--- config.mk ---
export PLATFORM = sky130hd
export DESIGN_NAME = serial_subtractor
export DESIGN_NICKNAME = d
export VERILOG_FILES = /design/src/rtl/serial_subtractor_pkg.sv /design/src/rtl/serial_subtractor_cell.sv /design/src/rtl/serial_subtractor.sv
export SDC_FILE = /design/constraint.sdc
export NUM_CORES = 1
export LEC_CHECK = 0
export CAP_MARGIN = 15
export CORE_ASPECT_RATIO = 0.7
export CORE_MARGIN = 2
export CORE_UTILIZATION = 31
export CTS_BUF_LIST = sky130_fd_sc_hd__clkbuf_16
export CTS_CLUSTER_DIAMETER = 30
export DETAILED_ROUTE_END_ITERATION = 8
export GPL_ROUTABILITY_DRIVEN = 0
export GPL_TIMING_DRIVEN = 0
export PLACE_DENSITY = 0.54
export RECOVER_POWER = 100
export SKIP_LAST_GASP = 1
export SLEW_MARGIN = 20
export SYNTH_ARGS = -nofsm -noshare
export SYNTH_HDL_FRONTEND = slang
export SYNTH_SLANG_ARGS = --single-unit
--- constraint.sdc ---
create_clock -name clk -period 1.6 [get_ports clk]
set_clock_uncertainty 0.1 [all_clocks]
set_input_delay 0.16 -clock clk [delete_from_list [all_inputs] [get_ports clk]]
set_output_delay 0.16 -clock clk [all_outputs]
set_load 0.02 [all_outputs]
--- src/rtl/serial_subtractor_pkg.sv ---
// serial_subtractor_pkg: shared state enum, default width, counter sizing and full-subtractor equations
package serial_subtractor_pkg;
    typedef enum logic [1:0] {IDLE, RUN, DONE} state_e;
    localparam int SUB_WIDTH = 8;
    function automatic int cnt_width(input int w);
        return (w <= 2) ? 1 : $clog2(w);
    endfunction
    function automatic logic sub_d(input logic a, input logic b, input logic br);
        return a ^ b ^ br;
    endfunction
    function automatic logic sub_bo(input logic a, input logic b, input logic br);
        return (~a & b) | (~(a ^ b) & br);
    endfunction
endpackage

--- src/rtl/serial_subtractor_cell.sv ---
// full_sub_cell: combinational 1-bit full subtractor (d = a - b - bin, bout = borrow)
module full_sub_cell
    import serial_subtractor_pkg::*;
(
    input  logic a,
    input  logic b,
    input  logic bin,
    output logic d,
    output logic bout
);
    assign d    = sub_d(a, b, bin);
    assign bout = sub_bo(a, b, bin);
endmodule

--- src/rtl/serial_subtractor.sv ---
// serial_subtractor: LSB-first bit-serial a - b - bin over WIDTH cycles with one full-subtractor cell.
// Define SERIAL_SUB_OVF_EN to add the signed-overflow output ovf.
module serial_subtractor
    import serial_subtractor_pkg::*;
#(
    parameter int WIDTH = SUB_WIDTH
) (
    input  logic             clk,
    input  logic             rst,
    input  logic             start,
    input  logic [WIDTH-1:0] a,
    input  logic [WIDTH-1:0] b,
    input  logic             bin,
    output logic             busy,
    output logic             done,
    output logic [WIDTH-1:0] diff,
`ifdef SERIAL_SUB_OVF_EN
    output logic             ovf,
`endif
    output logic             bout
);
    localparam int CW = cnt_width(WIDTH);

    state_e           state_q, state_d;
    logic [WIDTH-1:0] a_sr_q, a_sr_d, b_sr_q, b_sr_d, diff_sr_q, diff_sr_d, diff_q, diff_d;
    logic [CW-1:0]    cnt_q, cnt_d;
    logic             br_q, br_d, busy_q, busy_d, done_q, done_d, bout_q, bout_d;
    logic             cell_d, cell_bo;
`ifdef SERIAL_SUB_OVF_EN
    logic             a_msb_q, a_msb_d, b_msb_q, b_msb_d, ovf_q, ovf_d;
`endif

    full_sub_cell u_cell (.a(a_sr_q[0]), .b(b_sr_q[0]), .bin(br_q), .d(cell_d), .bout(cell_bo));

    always_comb begin
        state_d   = state_q;
        a_sr_d    = a_sr_q;
        b_sr_d    = b_sr_q;
        diff_sr_d = diff_sr_q;
        diff_d    = diff_q;
        cnt_d     = cnt_q;
        br_d      = br_q;
        busy_d    = busy_q;
        done_d    = 1'b0;
        bout_d    = bout_q;
`ifdef SERIAL_SUB_OVF_EN
        a_msb_d   = a_msb_q;
        b_msb_d   = b_msb_q;
        ovf_d     = ovf_q;
`endif
        if (state_q == IDLE && start) begin
            state_d = RUN;
            a_sr_d  = a;
            b_sr_d  = b;
            br_d    = bin;
            cnt_d   = '0;
            busy_d  = 1'b1;
`ifdef SERIAL_SUB_OVF_EN
            a_msb_d = a[WIDTH-1];
            b_msb_d = b[WIDTH-1];
`endif
        end else if (state_q == RUN) begin
            a_sr_d               = a_sr_q >> 1;
            b_sr_d               = b_sr_q >> 1;
            diff_sr_d            = diff_sr_q >> 1;
            diff_sr_d[WIDTH-1]   = cell_d;
            br_d                 = cell_bo;
            cnt_d                = cnt_q + CW'(1);
            // Publish on the last bit so diff/bout are already valid while done is high
            if (cnt_q == CW'(WIDTH - 1)) begin
                state_d = DONE;
                done_d  = 1'b1;
                diff_d  = diff_sr_d;
                bout_d  = cell_bo;
`ifdef SERIAL_SUB_OVF_EN
                ovf_d   = (a_msb_q ^ b_msb_q) & (a_msb_q ^ cell_d);
`endif
            end
        end else if (state_q == DONE) begin
            state_d = IDLE;
            busy_d  = 1'b0;
        end
    end

    always_ff @(posedge clk) begin
        if (rst) begin
            state_q   <= IDLE;
            a_sr_q    <= '0;
            b_sr_q    <= '0;
            diff_sr_q <= '0;
            diff_q    <= '0;
            cnt_q     <= '0;
            br_q      <= 1'b0;
            busy_q    <= 1'b0;
            done_q    <= 1'b0;
            bout_q    <= 1'b0;
`ifdef SERIAL_SUB_OVF_EN
            a_msb_q   <= 1'b0;
            b_msb_q   <= 1'b0;
            ovf_q     <= 1'b0;
`endif
        end else begin
            state_q   <= state_d;
            a_sr_q    <= a_sr_d;
            b_sr_q    <= b_sr_d;
            diff_sr_q <= diff_sr_d;
            diff_q    <= diff_d;
            cnt_q     <= cnt_d;
            br_q      <= br_d;
            busy_q    <= busy_d;
            done_q    <= done_d;
            bout_q    <= bout_d;
`ifdef SERIAL_SUB_OVF_EN
            a_msb_q   <= a_msb_d;
            b_msb_q   <= b_msb_d;
            ovf_q     <= ovf_d;
`endif
        end
    end

    assign busy = busy_q;
    assign done = done_q;
    assign diff = diff_q;
    assign bout = bout_q;
`ifdef SERIAL_SUB_OVF_EN
    assign ovf  = ovf_q;
`endif
endmodule
# Yosys cells after proc, flatten, opt, wreduce, memory -nomap -nowiden

Index checks and enable logic that the tools add are counted.

Bitwise logic cells: 9
Reductions and logical operators: 13
Muxes and demuxes: 14
Equal/unequal tests: 6
Add/subtract/negate cells: 1

Operators by type and width:

| kind                | count |
|---|---|
| $mux 8              | 4 |
| $reduce_and 2->1    | 4 |
| $mux 1              | 7 |
| $mux 2              | 3 |
| $reduce_bool 2->1   | 3 |
| $not 1->1           | 4 |
| $add 3x1->3 const B | 1 |
| $eq 3x3->1 const B  | 1 |
| $ne 3x2->1 const B  | 1 |
| $reduce_and 3->1    | 1 |
| $reduce_bool 3->1   | 1 |
| $reduce_or 3->1     | 1 |
| $and 1x1->1         | 2 |
| $eq 2x1->1 const B  | 1 |
| $eq 2x2->1 const B  | 1 |
| $logic_not 2->1     | 1 |
| $ne 2x1->1 const B  | 1 |
| $ne 2x2->1 const B  | 1 |
| $reduce_or 2->1     | 1 |
| $xor 1x1->1         | 2 |
| $logic_and 1x1->1   | 1 |
| $or 1x1->1          | 1 |

Output and inout bits: 11
Flip-flop bits (word level): 41
Input port bits: 20

# Logic depth before layout (Yosys ltp)

Gate-level depths: netlist of run 1.

Depth after elaboration: 6
Depth in mapped cells: 6
Depth with buffers taken out: 5

# Cells and area by module

A second synthesis of run 1 with hierarchy kept.

Cell total of the unflattened synthesis: 196
Area total of the unflattened synthesis: 1584.0 um^2

By module, submodules not included:

| module            | times used | area an instance (um^2) | cells an instance |
|---|---|---|---|
| serial_subtractor | 1          | 1552.7                  | 192 |
| full_sub_cell     | 1          | 31.3                    | 4 |

# Least setup slack after synthesis of run 1

Ideal clock, no wire load.

Path kind: register -> register
Start: register state_q[0]
End: register br_q
Cell stages (with the launch flop): 6
Data arrival time: 1.264 ns
Setup time: 0.119 ns
Required time: 1.381 ns
Path buffers: 3
Path slack: 0.118 ns
Clock period less this slack: 1.482 ns
Path through: dfxtp_1 > buf_6 > or3b_1 > buf_6 > buf_6 > o221a_1

Word-level cells in the longest chain between the ends: 3

RTL lines:

| item                                        | line                     | text |
|---|---|---|
| start: declaration                          | serial_subtractor.sv:24  | `state_e state_q, state_d;` |
| start signal: assignment                    | serial_subtractor.sv:103 | `state_q <= state_d;` |
| $logic_not 2->1                             | serial_subtractor.sv:51  | `if (state_q == IDLE && start) begin` |
| $logic_and 1x1->1                           | serial_subtractor.sv:51  |  |
| $mux 1 or $reduce_bool 2->1 (tied branches) | --                       |  |
| end signal: assignment                      | serial_subtractor.sv:109 | `br_q <= br_d;` |
| end: declaration                            | serial_subtractor.sv:27  | `logic br_q, br_d, busy_q, busy_d, done_q, done_d, bout_q, bout_d;` |

Several ways; a longest one is shown, not always the timed one.
A chain may end at the register's enable or synchronous reset.

# Final worst setup path of run 1

Start: register state_q[0]
End: register b_sr_q[1]

Word-level cells in the longest chain between the ends: 3

RTL lines:

| item                                        | line                     | text |
|---|---|---|
| $logic_not 2->1                             | serial_subtractor.sv:51  |  |
| $logic_and 1x1->1                           | serial_subtractor.sv:51  |  |
| $mux 8 or $reduce_bool 2->1 (tied branches) | --                       |  |
| end signal: assignment                      | serial_subtractor.sv:105 | `b_sr_q <= b_sr_d;` |
| end: declaration                            | serial_subtractor.sv:25  | `logic [WIDTH-1:0] a_sr_q, a_sr_d, b_sr_q, b_sr_d, diff_sr_q, diff_sr_d, diff_q, diff_d;` |

Several ways; a longest one is shown, not always the timed one.

==> impl_metrics.csv, run 1 <==
group,metric,value,unit
power,ir_worst_vdd,0.000617,V
synth,synth_area,1560,um2
floorplan,dieArea,5630,um2
synth,ys_ff_latch,40,
synth,synth_cell_types,27,
synth,synth_top_area_share,51.3,%
clock_network,cts.sinks,40,
power,p_int,2200,uW
final_layout,antenna_cells,0,
clock_network,clk_pin_slew,0.06,ns
timing,maxSlewViolCount,0,
timing,finalCritPeriodShare,96.7,%
clock_network,cts_max_level,2,
synth,yosysWarnings,0,
place,dp_cells,289,
synth,synth.area.top_cells,"dfxtp_1 (51%), nor2_1 (12%), nand2_1 (7.2%)",
global_route,antenna_found_initial,0,
setup_path,cp_max_fo,10,
setup_path,r2r_end,"b_sr_q[1]",
floorplan,die_w,88.8,um
timing,period_minus_slack,1.55,ns
worst_hold_path,hp-class,"input pin to register",
place,place_hpwl,2.48,mm
setup_path,end_kind,"register",
setup_path,ff2ff_path_depth,6,
global_route,top_usage_layer,"met1",
setup_path,crit_type,"register to register",
setup_path,endpoint,"b_sr_q[1]",
power,p_leak,0.000858,uW
floorplan,start_util,32.4,%
global_route,grt-ovfl-total,0,
synth,synthCells,191,
clock_network,cts_hold_buf,0,
synth,yosysTopAreaCell,"dfxtp_1",
flow_run,maxCapViolations,0,
place,port_buffers,29,
global_route,grt_use_total,14.0,%
setup_path,cp.arrival,1.59,ns
route,post_drt_wl_per_cell,11.7,um
route,vias,1341,
route,via_per_inst,4.52,
setup_path,max_stage_delay,0.38,ns
final_layout,final_common_cell,"nor2_1",
timing,rsz0062_at_grt,"false",
setup_path,cp-start-kind,"register",
floorplan,pin_count,31,
synth,mappedNetlistNets,214,
timing,fmax,646,MHz
route,drt_iter0_markers,61,
final_layout,n_fill_cell,495,
timing,setup_violations,0,
setup_path,critPathLaunch,"state_q[0]",
clock_network,cts_tree,"yes",
timing,tightest_slew,0.517,ns
setup_path,cpMostUsedCell,"buf_6",
route,route.detailed.drc,0,
floorplan,core-area,4810,um2
global_route,grt_first_pass_wirelength,6.21,mm
clock_network,cts-root-buf,"clkbuf_16",
final_layout,nets,250,
synth,ys_seq_area_share,51.3,%
final_layout,multiInputGateArea,669,um2
setup_path,cp_slowest_cell,"or3b_1",
final_layout,layout_common_cells,"nor2_1 (49), dfxtp_1 (40), nand2_1 (30)",
clock_network,cts_buffers,5,
global_route,grt_max_degree,14,
timing,slew_headroom,65.5,%
power,p_sw,517,uW
route,antenna_left,0,
final_layout,final_layout_size_suffix_gt1_share,7.89,%
floorplan,fp-row-count,21,
global_route,use_met3,4.19,%
setup_path,r2r_setup_slack,0.05,ns
final_layout,final_cell_count_no_fill,297,
route,drtPass1Iterations,4,
power,p_clk_share,52.3,%
floorplan,dieHeight,63.4,um
final_layout,syn2layout_area_growth,38.6,%
power,power.share.sequential,39.3,%
final_layout,seqCellArea,801,um2
power,sw_frac_of_total,19.0,%
setup_path,timing.rr.start,"state_q[0]",
global_route,use_met2,19.5,%
synth,syn_area_per_cell,8.17,um2
setup_path,crit_chain,"buf_6 -> or3b_1 -> buf_6 -> buf_6 -> nor2_1 -> nor4_1",
timing,finalHoldViolations,0,
final_layout,final_util,45.0,%
power,powerDensity,1260,nW/um2
clock_network,cts_max_path_buffers,2,
route,drt-total-wl,3.48,mm
setup_path,required,1.64,ns
clock_network,insertion_delay,0.27,ns
global_route,use_met1,20.8,%
power,combinationalPowerShare,8.4,%
run_status,outcome,"complete, no violations",
global_route,grt_pass1_vias,1324,
## Yosys cell counts, drive strengths merged
library cell,instances
clkbuf,5
o221a,1
fa,1
and3b,1
dfxtp,40
nand2b,1
o21bai,1
nand4,1
a211oi,2
nor3,2
mux2i,1
o21ba,1
a21oi,19
or3b,1
nor2b,1
buf,8
nor4,13
nand3b,1
a2111oi,1
nand2,30
a22oi,2
o21ai,1
ha,2
inv,5
a2bb2oi,1
nor2,49
## through the flow
stage / total power, uW / cell area (um2) / setup WS (ns) / setup TNS, ns / hold slack (ns)
after global placement: 1320 / 1940 / -0.296 / -3.22 / 0.347
final: 2720 / 2160 / 0.0532 / 0 / 0.155
after global routing: 2830 / 2160 / 0.00385 / 0 / 0.190
after CTS: 2750 / 2150 / 0.0479 / 0 / 0.164
after floorplan: 1220 / 1560 / 0.118 / 0 / 0.227
after detailed placement: 1320 / 1940 / -0.294 / -3.01 / 0.350
## cells by family after synthesis
kind of cell | synth area share, %
adders and majority gates | 2.89
muxes | 0.642
and+or+nand+nor | 27.7
AOI/OAI and AO/OA | 11.3
DFF | 51.3
buffers and inverters | 6.17
## critical path, delay by kind of cell (launching register included)
family | cells | cell delay (ns)
flops | 1 | 0.31
buf+inv | 3 | 0.41
simple gates | 3 | 0.58
## timing repair
| action | CTS | global route |
|---|---|---|
| setup endpoints to repair | 2 | 7 |
| gates resized for setup | 1 | 4 |
| pin swaps | 0 | 0 |
| buffers inserted | 0 | 0 |
| gates cloned | 0 | 0 |
## per-layer routing
| metal | share of wire [%] | up-vias |
|---|---|---|
| met5 | 0 | - |
| met4 | 0.92 | 0 |
| met3 | 4.4 | 4 |
| met2 | 39 | 29 |
| met1 | 56 | 602 |
| li1 | - | 706 |
## final cells by class
cell class | instances | area share, %
multi-input combinational | 133 | 31.0
inverter | 5 | 0.868
tap | 69 | 3.99
timing repair buffer | 29 | 13.4
clock buffer | 5 | 5.79
sequential | 40 | 37.0
buffer | 13 | 3.82
clock inverter | 3 | 4.17
## state kept, by name, indices dropped and copies added, names as in the netlist
signal	flops
state_q	2
busy	1
cnt_q	3
bout	1
diff	8
done	1
a_sr_q	8
br_q	1
b_sr_q	8
diff_sr_q	7
## how the worst min path moves through the flow
| stage | start | end | depth (start not counted) |
|---|---|---|---|
| 3_5_place_dp | diff[5] | diff[5] | 2 |
| 6_report | rst | cnt_q[1] | 2 |
| 3_3_place_gp | diff_sr_q[1] | diff[0] | 2 |
| 2_1_floorplan | b[7] | b_sr_q[7] | 2 |
| 5_1_grt | rst | a_sr_q[7] | 2 |
| 4_1_cts | rst | cnt_q[1] | 2 |
## power groups by stage
stage | Sequential (uW) | Combinational (uW) | Clock (uW)
3_3_place_gp | 1090 | 227 | 0
2_1_floorplan | 1090 | 138 | 0
3_5_place_dp | 1090 | 229 | 0
5_1_grt | 1080 | 259 | 1500
4_1_cts | 1070 | 230 | 1450
6_report | 1070 | 228 | 1420
No activity file was read; power rests on OpenSTA's default activity.
==> inputs of run 2 (changes only) <==
--- a/config.mk
+++ b/config.mk
@@ -14,7 +14,7 @@
 export DETAILED_ROUTE_END_ITERATION = 8
 export GPL_ROUTABILITY_DRIVEN = 0
 export GPL_TIMING_DRIVEN = 0
-export PLACE_DENSITY = 0.54
+export PLACE_DENSITY = 0.53
 export RECOVER_POWER = 100
 export SKIP_LAST_GASP = 1
 export SLEW_MARGIN = 20
==> constraint.sdc (replaced) <==
create_clock -name clk -period 1.8 [get_ports clk]
set_clock_uncertainty 0.1 [all_clocks]
set_input_delay 0.18 -clock clk [delete_from_list [all_inputs] [get_ports clk]]
set_output_delay 0.18 -clock clk [all_outputs]
set_load 0.02 [all_outputs]
==> impl_metrics.csv, run 2 (synthesized netlist as in run 1, its figures left out) <==
group,metric,value,unit
run_status,outcome,"complete, no violations",
setup_path,crit_chain,"clkdlybuf4s50_1 -> or3b_1 -> buf_6 -> buf_6 -> o221a_1",
setup_path,cp_max_fo,10,
route,post_drt_wl_per_cell,11.6,um
floorplan,start_util,32.4,%
power,p_leak,0.000848,uW
route,antenna_left,0,
final_layout,final_common_cell,"nor2_1",
global_route,antenna_found_initial,0,
route,met1_length,1.90,mm
floorplan,die_w,88.8,um
setup_path,cpMostUsedCell,"buf_6",
power,powerDensity,1070,nW/um2
route,via_per_inst,4.52,
setup_path,crit_type,"input pin to register",
final_layout,stdcell_area,2120,um2
clock_network,cts_max_level,2,
setup_path,cp-start-kind,"input pin",
clock_network,ctsResizeCount,0,
timing,setup_violations,0,
floorplan,fp-row-count,21,
timing,slew_headroom,67.1,%
power,ir_worst_vdd,0.000451,V
route,vias,1338,
final_layout,final_util,44.1,%
clock_network,cts-root-buf,"clkbuf_16",
global_route,grt_use_total,13.3,%
flow_run,maxCapViolations,0,
route,drt_iter0_markers,51,
power,power.share.sequential,41.9,%
timing,fmax,612,MHz
route,top_layer_used,"met4",
timing,tns,0,ns
power,p_clk_share,49.3,%
clock_network,insertion_delay,0.28,ns
route,wl_met3,170,um
timing,period_minus_slack,1.63,ns
setup_path,required,1.87,ns
route,drtPass1Iterations,4,
route,drt-total-wl,3.42,mm
timing,finalCritPeriodShare,90.8,%
floorplan,dieHeight,63.4,um
global_route,grt-ovfl-total,0,
route,met2_length,1.31,mm
global_route,grt_pass1_vias,1267,
final_layout,nets,250,
clock_network,cts.sinks,40,
setup_path,path_buf_inv,3,
power,combinationalPowerShare,8.8,%
power,p_sw,455,uW
place,placed_area,1940,um2
clock_network,clk_pin_slew,0.06,ns
setup_path,cp_slowest_cell,"clkdlybuf4s50_1",
timing,maxSlewViolCount,0,
route,route.detailed.drc,0,
power,sw_frac_of_total,20.1,%
timing,rsz0062_at_grt,"false",
timing,whs,0.199,ns
setup_path,max_stage_delay,0.61,ns
final_layout,syn2layout_area_growth,35.9,%
setup_path,crit_family,"buffers and inverters",
place,place_hpwl,2.38,mm
power,p_int,1810,uW
setup_path,end_kind,"register",
final_layout,layout_common_cells,"nor2_1 (49), dfxtp_1 (40), nand2_1 (30)",
setup_path,cp.arrival,1.70,ns
final_layout,final_layout_size_suffix_gt1_share,6.61,%
worst_hold_path,hp-class,"input pin to register",
final_layout,final_cell_count_no_fill,296,
clock_network,cts_setup_buffers,0,
place,port_buffers,29,
floorplan,core-area,4810,um2
clock_network,cts_tree,"yes",
global_route,grt_max_degree,13,
global_route,grt_first_pass_wirelength,5.82,mm
clock_network,cts_buffers,5,
floorplan,pin_count,31,
place,dp_cells,289,
timing,finalHoldViolations,0,
clock_network,cts_max_path_buffers,2,
final_layout,antenna_cells,0,
timing,tightest_slew,0.493,ns
clock_network,cts_hold_buf,0,
floorplan,dieArea,5630,um2
-- run 2: cell count changes in the layout (fill, tap and decap cells not counted), sizes merged --
cell | previous run | this run
dlygate4sd2 | 1 | 0
clkdlybuf4s50 | 20 | 18
dlygate4sd3 | 8 | 11
bufinv | 3 | 2
-- run 2: layout make-up --
type	count	area [um2]
sequential	40	801
buffer	13	76.3
timing repair buffer	29	290
clock inverter	2	60.1
clock buffer	5	125
inverter	5	18.8
multi-input combinational	133	663
fill	477	2690
tap	69	86.3
-- run 2: worst register-to-register path: stages (launching register included) --
cell and delay [ns]:
dfxtp_1 0.32, clkbuf_1 0.29, nand2b_1 0.20, clkbuf_2 0.26, nor2_1 0.08, nor4_1 0.23
-- run 2: worst paths after layout --
path           startpoint        end  slack, ns  cells past startpoint
max                 start       br_q       0.17                      5
min                   rst   cnt_q[2]       0.20                      2
min reg2reg  diff_sr_q[1]    diff[0]       0.35                      2
max reg2reg    state_q[1]  b_sr_q[2]       0.24                      5
-- run 2: power by group through the flow --
stage | clock network (uW) | registers (uW) | logic (uW)
3_5_place_dp | 0 | 968 | 202
3_3_place_gp | 0 | 969 | 202
4_1_cts | 1140 | 949 | 204
6_report | 1120 | 949 | 200
5_1_grt | 1180 | 954 | 225
2_1_floorplan | 0 | 966 | 122
-- run 2: stage by stage --
stage / total power, uW / worst slack, ns
floorplan: 1090 / 0.318
detailed placement: 1170 / -0.112
finish: 2270 / 0.166
CTS: 2290 / 0.170
global placement: 1170 / -0.114
global route: 2360 / 0.0630
-- run 2: layer usage --
layer	up-vias	track usage [%]
li1	711	-
met1	595	19.3
met2	27	18.2
met3	5	4.33
met4	0	5.11
met5	-	0
